--- src/rtl/mlc_capture_writer_if.sv ---
// rtl/mlc_capture_writer_if.sv - capture, control and DDR3 write-port signals of the capture writer
interface mlc_capture_writer_if #(
  parameter int ADDR_W = 27
);
  logic              start;
  logic              flush;
  logic [63:0]       mlc_data;
  logic              mlc_data_valid;
  logic              ddr3_ack;
  logic              cmd_valid;
  logic              cmd_ready;
  logic [ADDR_W-1:0] cmd_addr;
  logic [4:0]        cmd_len;
  logic [63:0]       wdata;
  logic              wdata_valid;
  logic              wdata_ready;
  logic              wdata_last;
  logic              busy;
  logic              done;
  logic [31:0]       word_count;

  modport master (
    output start, flush, mlc_data, mlc_data_valid, cmd_ready, wdata_ready,
    input  ddr3_ack, cmd_valid, cmd_addr, cmd_len, wdata, wdata_valid,
    input  wdata_last, busy, done, word_count
  );

  modport slave (
    input  start, flush, mlc_data, mlc_data_valid, cmd_ready, wdata_ready,
    output ddr3_ack, cmd_valid, cmd_addr, cmd_len, wdata, wdata_valid,
    output wdata_last, busy, done, word_count
  );
endinterface

--- src/rtl/mlc_capture_writer.sv ---
// rtl/mlc_capture_writer.sv - buffers capture words in a FIFO and writes them to DDR3 as address/length bursts
module mlc_capture_writer #(
  parameter int                DEPTH     = 16,
  parameter int                BURST     = 8,
  parameter int                ADDR_W    = 27,
  parameter logic [ADDR_W-1:0] BASE_ADDR = '0,
  parameter int                ADDR_STEP = 8
) (
  input  logic                 sys_clk,
  input  logic                 rst,
  mlc_capture_writer_if.slave  bus
);
  localparam int            AW          = (DEPTH > 1) ? $clog2(DEPTH) : 1;
  localparam int            CW          = $clog2(DEPTH) + 1;
  localparam logic [CW-1:0] FULL_COUNT  = CW'(DEPTH);
  localparam logic [CW-1:0] BURST_COUNT = CW'(BURST);
  localparam logic [4:0]    BURST_LEN   = 5'(BURST);

  typedef enum logic [2:0] {
    S_IDLE,
    S_COLLECT,
    S_CMD,
    S_DATA,
    S_DONE
  } state_t;

  state_t            r_state;
  logic [63:0]       r_mem [DEPTH];
  logic [AW-1:0]     r_wr_ptr;
  logic [AW-1:0]     r_rd_ptr;
  logic [CW-1:0]     r_count;
  logic              r_flush_pend;
  logic [ADDR_W-1:0] r_addr;
  logic [ADDR_W-1:0] r_cmd_addr;
  logic [4:0]        r_cmd_len;
  logic [4:0]        r_beat;
  logic              r_cmd_valid;
  logic              r_wdata_valid;
  logic              r_wdata_last;
  logic              r_busy;
  logic              r_done;
  logic [31:0]       r_word_count;

  logic              w_active;
  logic              w_accepting;
  logic              w_full;
  logic              w_push;
  logic              w_pop;
  logic [CW-1:0]     w_count_next;
  logic [ADDR_W-1:0] w_addr_inc;

  assign w_active     = (r_state == S_COLLECT) || (r_state == S_CMD) || (r_state == S_DATA);
  assign w_accepting  = w_active && !r_flush_pend;
  // Full is judged on the count at the start of the cycle; a same-cycle pop does not open a slot.
  assign w_full       = (r_count == FULL_COUNT);
  assign w_push       = bus.mlc_data_valid && !w_full && w_accepting;
  assign w_pop        = r_wdata_valid && bus.wdata_ready;
  assign w_count_next = r_count + CW'(w_push) - CW'(w_pop);
  assign w_addr_inc   = ADDR_W'(r_cmd_len) * ADDR_W'(ADDR_STEP);

  assign bus.ddr3_ack    = w_push;
  assign bus.cmd_valid   = r_cmd_valid;
  assign bus.cmd_addr    = r_cmd_addr;
  assign bus.cmd_len     = r_cmd_len;
  assign bus.wdata       = r_wdata_valid ? r_mem[r_rd_ptr] : 64'd0;
  assign bus.wdata_valid = r_wdata_valid;
  assign bus.wdata_last  = r_wdata_last;
  assign bus.busy        = r_busy;
  assign bus.done        = r_done;
  assign bus.word_count  = r_word_count;

  always_ff @(posedge sys_clk) begin
    if (w_push) begin
      r_mem[r_wr_ptr] <= bus.mlc_data;
    end
  end

  always_ff @(posedge sys_clk or posedge rst) begin
    if (rst) begin
      r_wr_ptr <= '0;
      r_rd_ptr <= '0;
      r_count  <= '0;
    end else begin
      if (w_push) begin
        r_wr_ptr <= r_wr_ptr + AW'(1);
      end
      if (w_pop) begin
        r_rd_ptr <= r_rd_ptr + AW'(1);
      end
      r_count <= w_count_next;
    end
  end

  always_ff @(posedge sys_clk or posedge rst) begin
    if (rst) begin
      r_state       <= S_IDLE;
      r_flush_pend  <= 1'b0;
      r_addr        <= BASE_ADDR;
      r_cmd_addr    <= '0;
      r_cmd_len     <= '0;
      r_beat        <= '0;
      r_cmd_valid   <= 1'b0;
      r_wdata_valid <= 1'b0;
      r_wdata_last  <= 1'b0;
      r_busy        <= 1'b0;
      r_done        <= 1'b0;
      r_word_count  <= '0;
    end else begin
      r_done <= 1'b0;
      if (w_push) begin
        r_word_count <= r_word_count + 32'd1;
      end
      if (w_active && bus.flush) begin
        r_flush_pend <= 1'b1;
      end

      case (r_state)
        S_IDLE: begin
          if (bus.start) begin
            r_state      <= S_COLLECT;
            r_busy       <= 1'b1;
            r_addr       <= BASE_ADDR;
            r_word_count <= '0;
            r_flush_pend <= 1'b0;
          end
        end

        // Decisions use the post-push count so a burst is commanded the cycle after its last word lands.
        S_COLLECT: begin
          if (w_count_next >= BURST_COUNT) begin
            r_state     <= S_CMD;
            r_cmd_valid <= 1'b1;
            r_cmd_addr  <= r_addr;
            r_cmd_len   <= BURST_LEN;
          end else if (r_flush_pend && (w_count_next != '0)) begin
            r_state     <= S_CMD;
            r_cmd_valid <= 1'b1;
            r_cmd_addr  <= r_addr;
            r_cmd_len   <= 5'(w_count_next);
          end else if (r_flush_pend) begin
            r_state <= S_DONE;
            r_done  <= 1'b1;
          end
        end

        S_CMD: begin
          if (bus.cmd_ready) begin
            r_state       <= S_DATA;
            r_cmd_valid   <= 1'b0;
            r_wdata_valid <= 1'b1;
            r_wdata_last  <= (r_cmd_len == 5'd1);
            r_beat        <= '0;
          end
        end

        S_DATA: begin
          if (w_pop) begin
            if (r_wdata_last) begin
              r_state       <= S_COLLECT;
              r_wdata_valid <= 1'b0;
              r_wdata_last  <= 1'b0;
              r_addr        <= r_addr + w_addr_inc;
            end else begin
              r_beat       <= r_beat + 5'd1;
              r_wdata_last <= ((r_beat + 5'd2) == r_cmd_len);
            end
          end
        end

        S_DONE: begin
          r_state <= S_IDLE;
          r_busy  <= 1'b0;
        end

        default: begin
          r_state <= S_IDLE;
          r_busy  <= 1'b0;
        end
      endcase
    end
  end
endmodule

--- src/flat_wrapper.sv ---
// flat-port wrapper written by rule: the top's interface ports become plain ports
module mlc_capture_writer_flat 
#(
  parameter int                DEPTH     = 16,
  parameter int                BURST     = 8,
  parameter int                ADDR_W    = 27,
  parameter logic [ADDR_W-1:0] BASE_ADDR = '0,
  parameter int                ADDR_STEP = 8
)
  (sys_clk, rst, bus_start, bus_flush, bus_mlc_data, bus_mlc_data_valid, bus_cmd_ready, bus_wdata_ready, bus_ddr3_ack, bus_cmd_valid, bus_cmd_addr, bus_cmd_len, bus_wdata, bus_wdata_valid, bus_wdata_last, bus_busy, bus_done, bus_word_count);
  mlc_capture_writer_if #(.ADDR_W(ADDR_W)) bus_i ();
  input  logic sys_clk;
  input  logic rst;
  input wire logic [$bits(bus_i.start)-1:0] bus_start;
  input wire logic [$bits(bus_i.flush)-1:0] bus_flush;
  input wire logic [$bits(bus_i.mlc_data)-1:0] bus_mlc_data;
  input wire logic [$bits(bus_i.mlc_data_valid)-1:0] bus_mlc_data_valid;
  input wire logic [$bits(bus_i.cmd_ready)-1:0] bus_cmd_ready;
  input wire logic [$bits(bus_i.wdata_ready)-1:0] bus_wdata_ready;
  output wire logic [$bits(bus_i.ddr3_ack)-1:0] bus_ddr3_ack;
  output wire logic [$bits(bus_i.cmd_valid)-1:0] bus_cmd_valid;
  output wire logic [$bits(bus_i.cmd_addr)-1:0] bus_cmd_addr;
  output wire logic [$bits(bus_i.cmd_len)-1:0] bus_cmd_len;
  output wire logic [$bits(bus_i.wdata)-1:0] bus_wdata;
  output wire logic [$bits(bus_i.wdata_valid)-1:0] bus_wdata_valid;
  output wire logic [$bits(bus_i.wdata_last)-1:0] bus_wdata_last;
  output wire logic [$bits(bus_i.busy)-1:0] bus_busy;
  output wire logic [$bits(bus_i.done)-1:0] bus_done;
  output wire logic [$bits(bus_i.word_count)-1:0] bus_word_count;
  assign bus_i.start = bus_start;
  assign bus_i.flush = bus_flush;
  assign bus_i.mlc_data = bus_mlc_data;
  assign bus_i.mlc_data_valid = bus_mlc_data_valid;
  assign bus_i.cmd_ready = bus_cmd_ready;
  assign bus_i.wdata_ready = bus_wdata_ready;
  assign bus_ddr3_ack = bus_i.ddr3_ack;
  assign bus_cmd_valid = bus_i.cmd_valid;
  assign bus_cmd_addr = bus_i.cmd_addr;
  assign bus_cmd_len = bus_i.cmd_len;
  assign bus_wdata = bus_i.wdata;
  assign bus_wdata_valid = bus_i.wdata_valid;
  assign bus_wdata_last = bus_i.wdata_last;
  assign bus_busy = bus_i.busy;
  assign bus_done = bus_i.done;
  assign bus_word_count = bus_i.word_count;
  mlc_capture_writer #(.DEPTH(DEPTH), .BURST(BURST), .ADDR_W(ADDR_W), .BASE_ADDR(BASE_ADDR), .ADDR_STEP(ADDR_STEP)) u_core (.sys_clk(sys_clk), .rst(rst), .bus(bus_i));
endmodule
--- config.mk ---
export PLATFORM = sky130hd
export DESIGN_NAME = mlc_capture_writer_flat
export DESIGN_NICKNAME = d
export VERILOG_FILES = /design/src/rtl/mlc_capture_writer_if.sv /design/src/rtl/mlc_capture_writer.sv /design/src/flat_wrapper.sv
export SDC_FILE = /design/constraint.sdc
export NUM_CORES = 1
export LEC_CHECK = 0
export ABC_AREA = 1
export CAP_MARGIN = 5
export CORE_ASPECT_RATIO = 1.5
export CORE_MARGIN = 8
export CORE_UTILIZATION = 50
export CTS_BUF_LIST = sky130_fd_sc_hd__clkbuf_8 sky130_fd_sc_hd__clkbuf_16
export DETAILED_ROUTE_END_ITERATION = 7
export PLACE_DENSITY = 0.68
export SETUP_SLACK_MARGIN = 0.05
export SLEW_MARGIN = 10
export SYNTH_ARGS = -nofsm -noshare
export SYNTH_HDL_FRONTEND = slang
export SYNTH_SLANG_ARGS = --single-unit
--- constraint.sdc ---
create_clock -name sys_clk -period 11.5 [get_ports sys_clk]
set_clock_uncertainty 0.1 [all_clocks]
set_input_delay 2.3 -clock sys_clk [delete_from_list [all_inputs] [get_ports sys_clk]]
set_output_delay 2.3 -clock sys_clk [all_outputs]
set_load 0.05 [all_outputs]
Yosys cells after proc, flatten, opt, wreduce, memory -nomap -nowiden
Memories as Yosys holds them, arrays and structs flattened. Cells that the tools add are included.

Bits in registers: 118. Bits in writable memories: 1024. Bits of input ports: 71. Output and inout bits: 134. Word-level logic and storage cells: 111. Memories kept: 1.

Add/subtract/negate cells: 8. $lt $le $gt $ge: 1. Equality and inequality tests: 13. Multiplexer cells: 47. Bitwise gates (word level): 1. Reduce and logical (&&, ||, !) cells: 25.

Memory list: u_core.r_mem (words 16, width 64, read ports 1, clocked after Yosys merged registers in 0, wr ports 1, line mlc_capture_writer.sv:28) `logic [63:0] r_mem [DEPTH];`.

Operators by type and width (number): 2-to-1 mux 27 bit (5); 2-to-1 mux 32 bit (3); 2-to-1 mux 64 bit (1); case mux 27 bit (2 select lines) (1); adder 32 x 1 -> 32 bit (second input constant) (1); adder 27 x 8 -> 27 bit (1); 2-to-1 mux 5 bit (5); 2-to-1 mux 3 bit (7); 2-to-1 mux 1 bit (19); case mux 3 bit (4 select lines) (1); AND reduction 4 bit (3); case mux 5 bit (2 select lines) (1); adder 4 x 1 -> 4 bit (second input constant) (2); case mux 1 bit (2 select lines) (4); nonzero test 2 bit (4); == test 3 x 2 -> 1 bit (second input constant) (2); logical AND 1 bit (6); != test 2 bit (second input constant) (3); AND reduction 3 bit (2); adder 5 x 1 -> 5 bit (1); adder 5 x 1 -> 5 bit (second input constant) (1); adder 5 x 2 -> 5 bit (second input constant) (1); == test 5 x 1 -> 1 bit (second input constant) (1); == test 5 bit (1); 15 further kinds (19).

Logic depth before layout (Yosys ltp)
Gate-level depths: netlist of run 1.

Depth in word-level cells: 12. Gate-level depth with buffers: 20.

Least setup slack after synthesis of run 1
OpenSTA, ideal clock, no wires.

Path kind: input port to flip-flop. Start point: in bus_mlc_data_valid. End point: mem u_core.r_mem[11][0] (enable). Data arrival time: 7.162 ns. Required time: 10.835 ns. Setup slack: 3.673 ns. Cell stages on the path: 5. Cells stage by stage: nand2_1 -> nor2_2 -> nand2_2 -> buf_2 -> nor3_1.

Longest elaborated chain between the ends: 4.

Ends and longest elaborated chain: start, declared (line flat_wrapper.sv:17) `input wire logic [$bits(bus_i.mlc_data_valid)-1:0] bus_mlc_data_valid;`; logical AND 1 bit (2 in a row) (line mlc_capture_writer.sv:56) `assign w_push = bus.mlc_data_valid && !w_full && w_accepting;`; 2-to-1 mux 1 bit (line mlc_capture_writer.sv:73) `if (w_push) begin`; 2-to-1 mux 1 bit (not written as such) (line mlc_capture_writer.sv:74) `r_mem[r_wr_ptr] <= bus.mlc_data;`; end, declared (line mlc_capture_writer.sv:28).

No other way between the ends.

Worst setup path after layout of run 1
Start point: reg u_core.r_rd_ptr[1]. End point: out bus_wdata[29].

Longest elaborated chain between the ends: 2.

Ends and longest elaborated chain: start, declared (line mlc_capture_writer.sv:30) `logic [AW-1:0] r_rd_ptr;`; start signal, assigned (line mlc_capture_writer.sv:88) `r_rd_ptr <= r_rd_ptr + AW'(1);`; memory read (16 x 64 bit); 2-to-1 mux 64 bit (line mlc_capture_writer.sv:65) `assign bus.wdata = r_wdata_valid ? r_mem[r_rd_ptr] : 64'd0;`; end, declared (line flat_wrapper.sv:24) `output wire logic [$bits(bus_i.wdata)-1:0] bus_wdata;`.

No other way between the ends.

==> metrics.txt, run 1 <==
Main synth FF type edfxtp_1; Max transition margin 16.62%; unrepaired setup endpoints after global routing no; FF-to-FF Start u_core.r_count[3]; status complete, no violations; post-synthesis cell type count 44; IO Port Bufs 201; GRT Total Usage 22.17%; CP Data Required Time 9100 ps; commonest non-fill, non-tap cell in the layout edfxtp_1; achievable frequency 131.3 MHz; Ys Warns 0; first-pass GRT wire length 177.6 mm; Bufs on Longest Clock Path 3; nets 4105; initial antenna violation count 7; worst vdd ir 0.0002437 V; Post-DP HPWL 60.90 mm; Worst path depth 7; CP cell instances buf_4, buf_4, o21ai_0, o211ai_1, nand3_1, a21oi_1, clkdlybuf4s50_1; clk slew on worst S/H paths 70 ps; CTS root buf clkbuf_16; synth-to-layout area growth 13.27%; Starting Density 50.44%; r2r setup slk 7010 ps; Die Y 391.3 um; CTS sink count 1136; Leak 17.70 nW; # resized after CTS 0; cts bufs inserted 102; htree depth 3; hold_buf cts 0; # DRC 0; register area 0.03357 sq mm; Clock Latency Late Sink 710 ps; WHS Path Cells 2; largest net degree at the start of global routing 234; largest cells by area after synthesis edfxtp_1 (65%), nor2_1 (7.1%), dfrtp_1 (6.0%), o21ai_0 (4.8%), o211ai_1 (4.1%); area leader, netlist edfxtp_1; max-slew violations 0; final period utilization 66.23%; Vias per Instance 5.762; fin cells 5357; cell mode on critical path buf_4; CP bufs+invs 3; Tightest Pin Transition 1248 ps; crit end category output port; crit path kind reg -> out; CP Data Arrival Time 5220 ps; share of layout cells above drive strength 1 6.293%; ys async rst share 9.859%; TNS Setup 0 ps; CP endpoint bus_wdata[29]; PwrDens 256.5 mW/mm^2; crit path from u_core.r_rd_ptr[1]; # Max-Cap Violations 0; final hold violation count 0; chip width 266.2 um; Ports 205; placed instance count 5160; die area 0.1042 sq mm; Post-synth EDFFs 1024; WL final 117.9 mm; CTS tree done; Via Count 30870; R2R cell count 8; multi-input combinational cell area 0.01175 sq mm; slowest stage delay, CP 910 ps; fillers 7379; Initial DRT Pass Iterations 7; slowest CP cell dfrtp_4; GP Congestion 0.8844; crit-path max FO 87; core area 0.09308 sq mm; share of the synthesized area in the top cell type 65.49%; post-synthesis register bit count 1136; CP delay by family, top buffers and inverters; initial drt markers 2839; vias in the first global route 29780; commonest non-fill, non-tap cells in the layout edfxtp_1 (1024), nor2_1 (872), o21ai_0 (453); Synth Cell Area 0.04695 sq mm; Startpoint Class flip-flop; final global-route overflow total 0; Syn Area/Cell 12.04 sq um; routed len/inst 22.02 um; Min-Delay Path Class reg -> reg; sequential share of the synthesized area 71.46%; Detail Route Antenna Nets 0; Period minus WS final 7616 ps; Mapped Cells 3901; worst r2r dst u_core.r_mem[8][31]; num rows 137; # setup viols final 0; Post CTS Setup Buffer Count 0
-- cell usage after synthesis, drive strengths merged (9+ instances only) --
cell type and n:
clkbuf 128, xnor2 9, a21oi 97, o211ai 257, buf 114, edfxtp 1024, ha 19, nand2 297
nand3 192, nor3 19, xor2 21, dfrtp 112, inv 116, o21ai 566, nor2 893, nand4 18
-- cell type report --
class,count,share of cell area [%]
diodes,6,0.02823
clock buffers,104,4.894
clock inverters,87,1.522
flip-flops and latches,1136,63.12
multi-input cells,2409,22.10
well taps,1251,2.943
repair buffers,248,4.517
inverters,116,0.8822
-- worst register-to-register path: cells and delay by family (launching register included) --
| kind | cells | cell delay (ps) |
|---|---|---|
| buffers and inverters | 3 | 1450 |
| adder cells (fa/ha/maj) | 1 | 180 |
| flip-flops | 1 | 400 |
| AND/OR/NAND/NOR | 4 | 1940 |
-- worst min-delay path by stage --
stage / slack (ps) / startpoint / to
6_report: 370 / u_core.bus.cmd_addr[11] / u_core.bus.cmd_addr[11]
5_1_grt: 380 / u_core.bus.cmd_addr[11] / u_core.bus.cmd_addr[11]
4_1_cts: 370 / u_core.bus.cmd_addr[11] / u_core.bus.cmd_addr[11]
3_5_place_dp: 360 / u_core.bus.cmd_addr[11] / u_core.bus.cmd_addr[11]
3_3_place_gp: 360 / u_core.bus.cmd_addr[11] / u_core.bus.cmd_addr[11]
2_1_floorplan: 370 / u_core.r_addr[25] / u_core.r_addr[25]
-- cell families after synthesis --
logic type	Yosys count	share of synthesized area, %
AO/OA/AOI/OAI	930	11.34
XOR/XNOR	30	0.5757
other	1	0.007987
flip-flops	1136	71.46
AND/OR/NAND/NOR	1425	12.25
buffers and inverters	358	3.768
adder cells (fa/ha/maj)	21	0.5916
-- through the flow --
step	worst slack (ps)	utilization [%]	total power (W)	area (sq um)	hold slack, ps
2_1_floorplan	3673	-	0.008759	46960	371.7
6_report	3884	57.14	0.01364	53180	370.7
5_1_grt	3649	57.13	0.01432	53180	384.7
3_5_place_dp	4215	53.46	0.01029	49760	358.0
3_3_place_gp	4231	53.46	0.01022	49760	357.7
4_1_cts	3792	57.12	0.01373	53170	373.0
-- flip-flops by register name (all words and copies together) (netlist names) --
name	flops
u_core.bus.wdata_last	1
u_core.r_mem	1024
u_core.r_addr	24
u_core.r_beat	5
u_core.r_state	3
u_core.r_wr_ptr	4
u_core.bus.wdata_valid	1
u_core.r_rd_ptr	4
u_core.bus.word_count	32
u_core.bus.busy	1
u_core.bus.cmd_len	5
u_core.r_count	5
u_core.r_flush_pend	1
u_core.bus.done	1
u_core.bus.cmd_valid	1
u_core.bus.cmd_addr	24
-- power by group --
part	switching (W)	leakage (nW)	internal, W
logic	0.00368	5.33	0.00150
clock network	0.00152	1.70	0.00193
registers	0.000278	10.7	0.00473
total	0.00548	17.7	0.00816
-- per-layer routing --
metal / up-vias / GRT usage (%) / wire, um
met5: - / 0 / 13
met4: 2 / 9.124 / 4011
met3: 221 / 3.548 / 7567
met2: 1050 / 38.94 / 59610
met1: 15360 / 27.10 / 46740
li1: 14240 / - / -
Power figures use the tool's default switching activity.
==> inputs of run 2 (changes only) <==
==> constraint.sdc (replaced) <==
create_clock -name sys_clk -period 7.9 [get_ports sys_clk]
set_clock_uncertainty 0.1 [all_clocks]
set_input_delay 1.58 -clock sys_clk [delete_from_list [all_inputs] [get_ports sys_clk]]
set_output_delay 1.58 -clock sys_clk [all_outputs]
set_load 0.05 [all_outputs]
==> run 2 against run 1 <==
  * Wire length up 0.96%
  * Largest power group unchanged
  * Highest routed layer unchanged
  * Global-route usage up 0.35 points
  * Clock power up 46%
  * Critical endpoint is now bus_wdata[55]
==> metrics.txt, run 2 (synthesized netlist as in run 1, its figures left out) <==
status complete, no violations; TNS Setup 0 ps; crit-path max FO 57; Hold Crit Start u_core.bus.cmd_addr[7]; Min-Delay Path Class reg -> reg; crit end category output port; CTS tree done; Initial DRT Pass Iterations 5; Seq pwr share 36.5%; share of layout cells above drive strength 1 6.050%; register name with the most flops u_core.r_mem; # Max-Cap Violations 0; htree depth 3; vias in the first global route 30490; Bufs on Longest Clock Path 3; Starting Density 50.44%; Via Count 30870; Clock Power Share 25.3%; initial antenna violation count 13; commonest non-fill, non-tap cells in the layout edfxtp_1 (1024), nor2_1 (872), o21ai_0 (453); Final Cell Area 0.05331 sq mm; synth-to-layout area growth 13.54%; die area 0.1042 sq mm; placed instance area 0.04987 sq mm; chip width 266.2 um; CTS sink count 1136; Tightest Pin Transition 1158 ps; FF-to-FF Start u_core.r_count[3]; Post-DP HPWL 61.08 mm; fin cells 5358; Detail Route Antenna Nets 0; num rows 137; Gate power share 38.2%; initial drt markers 2994; Worst Hold Path EP u_core.bus.cmd_addr[7]; Sw Ratio 39.89%; Switch Pwr 0.007931 W; CTS root buf clkbuf_16; nets 4106; crit path kind reg -> out; Startpoint Class flip-flop; Die Y 391.3 um; Clock Latency Late Sink 700 ps; core area 0.09308 sq mm; Period minus WS final 6157 ps; Leak 17.78 nW; achievable frequency 162.4 MHz; first-pass GRT wire length 180.7 mm; commonest non-fill, non-tap cell in the layout edfxtp_1; # setup viols final 0; CP Data Arrival Time 4480 ps; worst r2r dst u_core.r_mem[2][33]; max reg flops 1024; routed len/inst 22.23 um; final period utilization 77.93%; unrepaired setup endpoints after global routing no; placed instance count 5159; Pint 0.01195 W; CP Data Required Time 6220 ps; pre-CTS setup slack 2045 ps; crit path from u_core.r_rd_ptr[1]; GRT Total Usage 22.52%; max-slew violations 0; r2r setup slk 3890 ps; worst vdd ir 0.0006472 V; PwrDens 373.0 mW/mm^2; # resized after CTS 0; WHS Path Cells 2; hold_buf cts 0; # DRC 0; Post CTS Setup Buffer Count 0; WL final 119.1 mm; final hold violation count 0; fillers 7393; R2R cell count 8; Vias per Instance 5.761; PnR worst setup slack 1743 ps; Ports 205; cts bufs inserted 104; IO Port Bufs 201; clk slew on worst S/H paths 60 ps; largest net degree at the start of global routing 268; final global-route overflow total 0; Max transition margin 22.77%; GP Congestion 0.8802
-- run 2: worst max path at each step --
stage                           to  slack, ps  cells after the start
6_report             bus_wdata[55]       1740                      7
5_1_grt              bus_wdata[55]       1510                      7
4_1_cts              bus_wdata[55]       1680                      7
3_5_place_dp          bus_ddr3_ack       2040                      6
3_3_place_gp          bus_ddr3_ack       2050                      6
2_1_floorplan  u_core.r_mem[11][0]        790                      5
-- run 2: area by class of cell --
| type | instances | area (sq um) | area share, % |
|---|---|---|---|
| flip-flops and latches | 1136 | 33570 | 62.97 |
| clock buffers | 106 | 2653 | 4.976 |
| clock inverters | 85 | 763.2 | 1.432 |
| multi-input cells | 2409 | 11750 | 22.04 |
| well taps | 1251 | 1565 | 2.936 |
| diodes | 8 | 20.02 | 0.03755 |
| repair buffers | 247 | 2520 | 4.727 |
| inverters | 116 | 469.2 | 0.8802 |
-- run 2: per-layer routing --
layer	global-route usage (%)	wire, um
met4	8.954	3813
met2	39.15	59360
met5	0	27
met3	3.636	8218
met1	28.01	47660
-- run 2: power by group through the flow --
| stage | combinational [W] | clock, W | sequential, W |
|---|---|---|---|
| after floorplan | 0.00526 | 0 | 0.00749 |
| after global placement | 0.00754 | 0 | 0.00738 |
| after detailed placement | 0.00762 | 0 | 0.00738 |
| after CTS | 0.00767 | 0.00511 | 0.00726 |
| after global routing | 0.00829 | 0.00534 | 0.00730 |
| final | 0.00759 | 0.00503 | 0.00726 |
-- run 2: worst max-delay path: stages (launching register included) --
cell and delay [ps]:
dfrtp_4 730, inv_4 630, buf_4 580, o21ai_0 170, o211ai_1 200, nand3_1 90, a21oi_1 440, clkdlybuf4s50_1 900
-- run 2: stage by stage --
step / util (%) / power [W] / hold slack (ps)
2_1_floorplan: - / 0.01275 / 371.7
3_3_place_gp: 53.58 / 0.01491 / 360.6
3_5_place_dp: 53.58 / 0.01501 / 360.1
4_1_cts: 57.25 / 0.02004 / 387.6
5_1_grt: 57.26 / 0.02093 / 401.2
6_report: 57.27 / 0.01988 / 382.8
